[src/rtl/regpair_ctrl.sv]
// 16-bit register-pair sequencer for the 8085 register file: RD/WR/INX/DCX
// using the 8-bit read/write ports over several cycles.
module regpair_ctrl #(
  parameter int DATASIZE = 8,
  parameter int ADDRSIZE = 3
) (
  input  logic                  clk,
  input  logic                  rst,
  input  logic                  start,
  input  logic [1:0]            cmd,
  input  logic [1:0]            psel,
  input  logic [2*DATASIZE-1:0] din,
  output logic                  busy,
  output logic                  done,
  output logic                  err,
  output logic [2*DATASIZE-1:0] dout,
  output logic                  wrenb,
  output logic [ADDRSIZE-1:0]   waddr,
  output logic [DATASIZE-1:0]   wdata,
  output logic                  flenb,
  output logic [DATASIZE-1:0]   ifdat,
  output logic                  r1enb,
  output logic                  r2enb,
  output logic [ADDRSIZE-1:0]   r1add,
  output logic [ADDRSIZE-1:0]   r2add,
  input  logic [DATASIZE-1:0]   r1dat,
  input  logic [DATASIZE-1:0]   r2dat
);

  localparam int PW = 2 * DATASIZE;
  localparam logic [1:0] CMD_RD  = 2'b00;
  localparam logic [1:0] CMD_WR  = 2'b01;
  localparam logic [1:0] CMD_INX = 2'b10;
  localparam logic [1:0] CMD_DCX = 2'b11;

  // S_ACPT is the cycle after acceptance; it aligns the registered strobes
  // so the first register-file access lands one edge after the start edge.
  typedef enum logic [2:0] {
    S_IDLE, S_ACPT, S_READ, S_WLO, S_WHI, S_DONE
  } state_t;

  state_t                state_q, state_d;
  logic [1:0]            cmd_q, cmd_d, psel_q, psel_d;
  logic                  ill_q, ill_d;
  logic [PW-1:0]         opr_q, opr_d, dout_q, dout_d, rd_pair;
  logic                  busy_q, busy_d, done_q, done_d, err_q, err_d;
  logic                  wrenb_q, wrenb_d, flenb_q, flenb_d;
  logic                  r1enb_q, r1enb_d, r2enb_q, r2enb_d;
  logic [ADDRSIZE-1:0]   waddr_q, waddr_d, r1add_q, r1add_d, r2add_q, r2add_d;
  logic [DATASIZE-1:0]   wdata_q, wdata_d, ifdat_q, ifdat_d;

  // PSW keeps A (7) as the high byte and F (6) as the low byte.
  function automatic logic [ADDRSIZE-1:0] hi_idx(input logic [1:0] p);
    return (p == 2'd3) ? ADDRSIZE'(7) : ADDRSIZE'({p, 1'b0});
  endfunction

  function automatic logic [ADDRSIZE-1:0] lo_idx(input logic [1:0] p);
    return (p == 2'd3) ? ADDRSIZE'(6) : ADDRSIZE'({p, 1'b1});
  endfunction

  assign rd_pair = {r1dat, r2dat};

  always_comb begin
    state_d = state_q;
    cmd_d   = cmd_q;
    psel_d  = psel_q;
    ill_d   = ill_q;
    opr_d   = opr_q;
    dout_d  = dout_q;
    case (state_q)
      S_IDLE: if (start) begin
        cmd_d   = cmd;
        psel_d  = psel;
        opr_d   = din;
        ill_d   = cmd[1] & (psel == 2'd3);
        state_d = S_ACPT;
      end
      S_ACPT: begin
        if (ill_q)                 state_d = S_DONE;
        else if (cmd_q == CMD_WR)  state_d = S_WLO;
        else                       state_d = S_READ;
      end
      S_READ: begin
        case (cmd_q)
          CMD_INX: opr_d = rd_pair + PW'(1);
          CMD_DCX: opr_d = rd_pair - PW'(1);
          default: opr_d = rd_pair;
        endcase
        state_d = (cmd_q == CMD_RD) ? S_DONE : S_WLO;
      end
      S_WLO:   state_d = S_WHI;
      S_WHI:   state_d = S_DONE;
      S_DONE:  state_d = S_IDLE;
      default: state_d = S_IDLE;
    endcase
    if (state_d == S_DONE && state_q != S_DONE && !ill_d)
      dout_d = opr_d;

    // Strobes are registered from the next state so they track state_q exactly.
    busy_d  = (state_d != S_IDLE);
    done_d  = (state_d == S_DONE);
    err_d   = done_d & ill_d;
    wrenb_d = 1'b0;
    waddr_d = '0;
    wdata_d = '0;
    flenb_d = 1'b0;
    ifdat_d = '0;
    r1enb_d = 1'b0;
    r2enb_d = 1'b0;
    r1add_d = '0;
    r2add_d = '0;
    case (state_d)
      S_READ: begin
        r1enb_d = 1'b1;
        r2enb_d = 1'b1;
        r1add_d = hi_idx(psel_d);
        r2add_d = lo_idx(psel_d);
      end
      S_WLO: begin
        if (psel_d == 2'd3) begin
          flenb_d = 1'b1;
          ifdat_d = opr_d[DATASIZE-1:0];
        end else begin
          wrenb_d = 1'b1;
          waddr_d = lo_idx(psel_d);
          wdata_d = opr_d[DATASIZE-1:0];
        end
      end
      S_WHI: begin
        wrenb_d = 1'b1;
        waddr_d = hi_idx(psel_d);
        wdata_d = opr_d[PW-1:DATASIZE];
      end
      default: ;
    endcase
  end

  always_ff @(posedge clk or posedge rst) begin
    if (rst) begin
      state_q <= S_IDLE;
      cmd_q   <= '0;
      psel_q  <= '0;
      ill_q   <= 1'b0;
      opr_q   <= '0;
      dout_q  <= '0;
      busy_q  <= 1'b0;
      done_q  <= 1'b0;
      err_q   <= 1'b0;
      wrenb_q <= 1'b0;
      waddr_q <= '0;
      wdata_q <= '0;
      flenb_q <= 1'b0;
      ifdat_q <= '0;
      r1enb_q <= 1'b0;
      r2enb_q <= 1'b0;
      r1add_q <= '0;
      r2add_q <= '0;
    end else begin
      state_q <= state_d;
      cmd_q   <= cmd_d;
      psel_q  <= psel_d;
      ill_q   <= ill_d;
      opr_q   <= opr_d;
      dout_q  <= dout_d;
      busy_q  <= busy_d;
      done_q  <= done_d;
      err_q   <= err_d;
      wrenb_q <= wrenb_d;
      waddr_q <= waddr_d;
      wdata_q <= wdata_d;
      flenb_q <= flenb_d;
      ifdat_q <= ifdat_d;
      r1enb_q <= r1enb_d;
      r2enb_q <= r2enb_d;
      r1add_q <= r1add_d;
      r2add_q <= r2add_d;
    end
  end

  assign busy  = busy_q;
  assign done  = done_q;
  assign err   = err_q;
  assign dout  = dout_q;
  assign wrenb = wrenb_q;
  assign waddr = waddr_q;
  assign wdata = wdata_q;
  assign flenb = flenb_q;
  assign ifdat = ifdat_q;
  assign r1enb = r1enb_q;
  assign r2enb = r2enb_q;
  assign r1add = r1add_q;
  assign r2add = r2add_q;

endmodule

[config.mk]
export PLATFORM = sky130hd
export DESIGN_NAME = regpair_ctrl
export DESIGN_NICKNAME = d
export VERILOG_FILES = /design/src/rtl/regpair_ctrl.sv
export SDC_FILE = /design/constraint.sdc
export NUM_CORES = 1
export LEC_CHECK = 0
export CELL_PAD_IN_SITES_DETAIL_PLACEMENT = 1
export CELL_PAD_IN_SITES_GLOBAL_PLACEMENT = 1
export CORE_MARGIN = 2
export CORE_UTILIZATION = 41
export CTS_CLUSTER_DIAMETER = 100
export CTS_CLUSTER_SIZE = 16
export DETAILED_ROUTE_END_ITERATION = 8
export PLACE_DENSITY = 0.88
export SETUP_SLACK_MARGIN = 0.2
export SLEW_MARGIN = 20
export SYNTH_ARGS = -nofsm -noshare
export SYNTH_HDL_FRONTEND = slang
export SYNTH_SLANG_ARGS = --single-unit
[constraint.sdc]
create_clock -name clk -period 7.12 [get_ports clk]
set_clock_uncertainty 0.05 [all_clocks]
set_input_delay 2.136 -clock clk [delete_from_list [all_inputs] [get_ports clk]]
set_output_delay 2.136 -clock clk [all_outputs]
set_load 0.01 [all_outputs]
Word-level counts from Yosys, hierarchy flattened
Index checks and enable logic that the tools add are counted. W data, S select, Z words.

Flip-flop bits (word level): 71. Latch bits: 0. Bits in writable memories: 0. Memory bits (read-only): 0. Output and inout port bits: 48. Logic and storage cells: 69. Memories: 0.

Add/sub/neg operators: 2. Multiply operators: 0. Divide/modulo/power cells: 0. $lt $le $gt $ge: 0. Equal/unequal tests: 14. Shifts and indexed selects: 0. Muxes and demuxes: 27. Bitwise operators: 2. Reductions and logical operators: 7.

Operator list (count): $pmux W16 S2 (2); $mux W3 (8); $mux W8 (3); $add A16 B1 Y16 const B (1); $mux W16 (1); $pmux W8 S2 (1); $sub A16 B1 Y16 const B (1); $pmux W3 S5 (1); $eq A3 B2 Y1 const B (4); $eq A3 B3 Y1 const B (3); $eq A2 B2 Y1 const B (4); $mux W1 (7); $pmux W3 S2 (1); $mux W2 (2); $eq A3 B1 Y1 const B (1); $logic_not A3 Y1 (1); $ne A3 B3 Y1 const B (1); $reduce_bool A3 Y1 (1); $and A1 B1 Y1 (2); $eq A2 B1 Y1 const B (1); $logic_and A1 B1 Y1 (2); $logic_not A2 Y1 (1); $pmux W1 S2 (1); $reduce_and A2 Y1 (1); $logic_not A1 Y1 (1).

Longest topological paths before layout
Word-level depth: 7. Gate-level depth with buffers: 11. Depth with buffers taken out: 9.

Least setup slack after synthesis
No wires, ideal clock.

Path kind: input-to-reg. Start point: input port r2dat[1]. End point: register dout_q[8], in the netlist dout[8]. Library setup time: 0.095 ns. Arrival time: 4.000 ns. Required time: 6.975 ns. Path slack: 2.975 ns. Stages on the path: 10. Path buffers: 2. Cell sequence: clkbuf_1 -> xnor2_1 -> ha_1 -> buf_4 -> and3_1 -> a211oi_1 -> a21oi_1 -> mux2_2 -> mux2i_1 -> o31ai_1.

Cells in the longest elaborated chain, start to end: 3. Elaborated cells between the ends (all ways): 4. Classes of those cells: add/sub: 2; mux: 2.

Ends and longest elaborated chain: from (decl) (line 27) `input logic [DATASIZE-1:0] r2dat`; $sub A16 B1 Y16 / $add A16 B1 Y16 (equally long branches) (line 86, 85); $pmux W16 S2 * (line 84) `case (cmd_q)`; $pmux W16 S2 * (line 70) `case (state_q)`; to (signal assigned) (line 164) `dout_q <= dout_d;`; to (decl) (line 45) `logic [PW-1:0] opr_q, opr_d, dout_q, dout_d, rd_pair;`.

Mark *: on every way between the ends. The rest lies on a longest branch, timed or not. A chain may end at the register's enable or synchronous reset.

Worst setup path after layout
Start point: input port start. End point: register dout_q[9], in the netlist dout[9].

Cells in the longest elaborated chain, start to end: 5. Elaborated cells between the ends (all ways): 10. Classes of those cells: eq/ne: 1; mux: 6; reduce/logical: 3.

Ends and longest elaborated chain: from (decl) (line 9) `input logic start,`; $mux W3 (line 71) `S_IDLE: if (start) begin`; $pmux W3 S5 (line 70); $eq A3 B3 Y1 (line 96) `if (state_d == S_DONE && state_q != S_DONE && !ill_d)`; $logic_and A1 B1 Y1 (2 in series) (line 96).

Parallel ways exist; a longest one is shown, timed or not.

==> impl_results.md <==
* Fin cells at 623
* Critical path launch point type: input pin
* H-tree depth at 3
* Minimum clock period at 5.13 ns
* PD cells at 394 nW/µm²
* ANT cells at 0
* Dpl cells at a little over 600
* Most used DFF post-synth: dfrtp_1
* DRT antenna net count at 0
* Initial antenna violation count at 0
* Die X-Extent at 102 µm
* Vias post-DR at 3589
* Largest net degree at the start of global routing at 70
* Initial Utilization at 0.425
* Worst hold path type: flop to flop
* Outcome: complete, no violations
* Port Buffer Count at 86
* Number of buffers created by CTS at 9
* TritonCTS clock tree: done
* CTS clk-pin slew, worst paths at 0.08 ns
* Critical Setup Path Class: input pin to flop
* IO Count at 87
* Tot GR Track Use at 0.236
* Vias in the first global route at approximately 3600
* Final setup violation count at 0
* Required time of the critical path at approximately 7.3 ns
* Core Region at 9330 µm²
* Avg Cell Area, Syn at between 9 and 10 µm²
* Post-CTS Resized at 0
* Post-synthesis sequential area ratio at 0.436
* Max cap viols at 0
* Hold_buf cts at 0
* Synthesized area at 3960 µm²
* Arrival time worst endpoint at around 5.3 ns
* Final #Nets at 530
* Post-route DRC at 0
* YS warnings at 0
* Layout area overhead at 24.6%
* Vias per cell at between 5 and 6
* Net Count, Synth at 471
* Remaining Overflow, GRT at 0
* Synth Register Bits at 69
* Clk sink count at 69
* Util after Layout at 0.529
* Period utilization at 0.720
* Gate Count Post-Synth at 431
* Highest clock rate at 195 MHz
* Worst-path fanout max at 34
* Worst-Margin Slew at 0.997 ns
* Fin. max-slew vios at 0
* Post-DP HPWL at about 8300 µm
* Number of detailed-route iterations in the first pass at 5
* FFs w/ async S/R, synth at 1.00
* Rows at 35
* Synth cell types at 71
* Slew margin rel. at 0.334
* Iteration-0 DRC Markers at between 200 and 250
* EDFF count, synth at 0
* Worst-case clock buffer depth at 2
* Final GP Congestion at 0.858
* Commonest non-fill, non-tap cell in the layout: clkdlybuf4s50_1
* Die ar. at 10500 µm²
* Cell Area, Placed at 4750 µm²
* Drt total wl at 12000 µm
* Leakage Power at 2.07 nW
* Latest clock arrival within the worst-skew pair at 0.35 ns
* Fraction of layout cells with a size suffix above 1 at 0.0891
* Setup TNS at 0 ns
* Final hold violation count at 0
* Max VDD drop at 0.000118 V
* Clock root cell: clkbuf_8
* Design area at around 5000 µm²
* Setup bufs post-CTS at 0
* Unrepaired setup endpoints after global routing: false
* Element type at the critical path end: flop
* Die extent in y at slightly above 100 µm
* Worst hold slack at 0.446 ns
* Commonest non-fill, non-tap cells in the layout: clkdlybuf4s50_1 (86), dfrtp_1 (69), nor2_1 (44), nand2_1 (40), o21ai_0 (34)
* First-pass GRT wire length at 19000 µm
* Wire per inst at 19.3 µm
## through the flow
stage	total power [mW]	setup WS, ns
2_1_floorplan	1.25	2.97
3_3_place_gp	1.54	1.83
3_5_place_dp	1.61	1.70
4_1_cts	1.94	2.00
5_1_grt	2.07	1.77
6_report	1.95	1.99
## cell families (layout without fill, tap and decap cells)
logic type	after synthesis	count (layout)	share of synthesized area
flops	69	69	0.436
simple gates	164	164	0.220
mux	22	22	0.0575
fa+ha+maj	1	1	0.00316
buf+inv	58	121	0.0831
xor+xnor	13	13	0.0288
compound gates	104	104	0.172
## layer usage
layer,share of wire,wire length (µm),GRT usage,up-vias
li1,-,-,-,1630
met1,0.43,5160,0.305,1805
met2,0.50,6050,0.415,140
met3,0.057,686,0.0301,14
met4,0.012,148,0.0677,0
met5,0,0,0,-
## synth_stat cells, drive strengths merged, types with 4 or more instances
cell type,instances,area (µm²)
and2,6,38.8
nand2,40,150
nand2b,9,56.3
o21a,4,30.0
xor2,5,43.8
and3,4,26.3
buf,19,153
o22a,4,36.3
mux2,6,67.6
nand4,4,25.0
xnor2,8,70.1
nor2b,5,31.3
or3,5,31.3
inv,15,56.3
dfrtp,69,1730
o22ai,5,31.3
o221ai,4,35.0
clkbuf,23,109
nand3,11,55.1
nor3,7,35.0
mux2i,16,160
nor4,7,58.8
nor2,45,171
o21ai,41,209
a21oi,19,95.1
## final cells by class
type | count | area, µm²
well taps | 129 | 161
flip-flops and latches | 69 | 1730
clock buffers | 9 | 124
repair buffers | 91 | 898
clock inverters | 6 | 65.1
inverters | 15 | 56.3
fillers | 1068 | 4390
multi-input cells | 304 | 1900
## worst paths after layout
path,start,end,slack (ns),cells after the start
worst max-delay path,start,dout[9],1.99,7
worst min-delay path,dout[7],dout[7],0.45,2
worst max register to register,cmd_q[0],dout[4],3.60,9
worst min register to register,dout[7],dout[7],0.45,2
max in group asynchronous,rst,opr_q[7],4.13,3
min in group asynchronous,rst,flenb,2.32,3
## registers in the layout, summed over array words and instances (netlist names), 2 cells and up
register,cells
dout,16
opr_q,16
ifdat,8
wdata,8
state_q,3
waddr,3
cmd_q,2
psel_q,2
r1add,2
r2add,2
## worst max-delay path: stages
cell	delay, ns
clkdlybuf4s50_1	0.45
buf_4	0.36
or3b_2	0.55
nor2_2	0.31
mux2i_1	0.34
nand2_1	0.63
mux2_2	0.51
## power breakdown
part	internal (mW)	switching [mW]	total, mW
Clock	0.160	0.155	0.314
Sequential	0.549	0.120	0.670
Combinational	0.406	0.556	0.962
(Power assumes the default switching activity.)
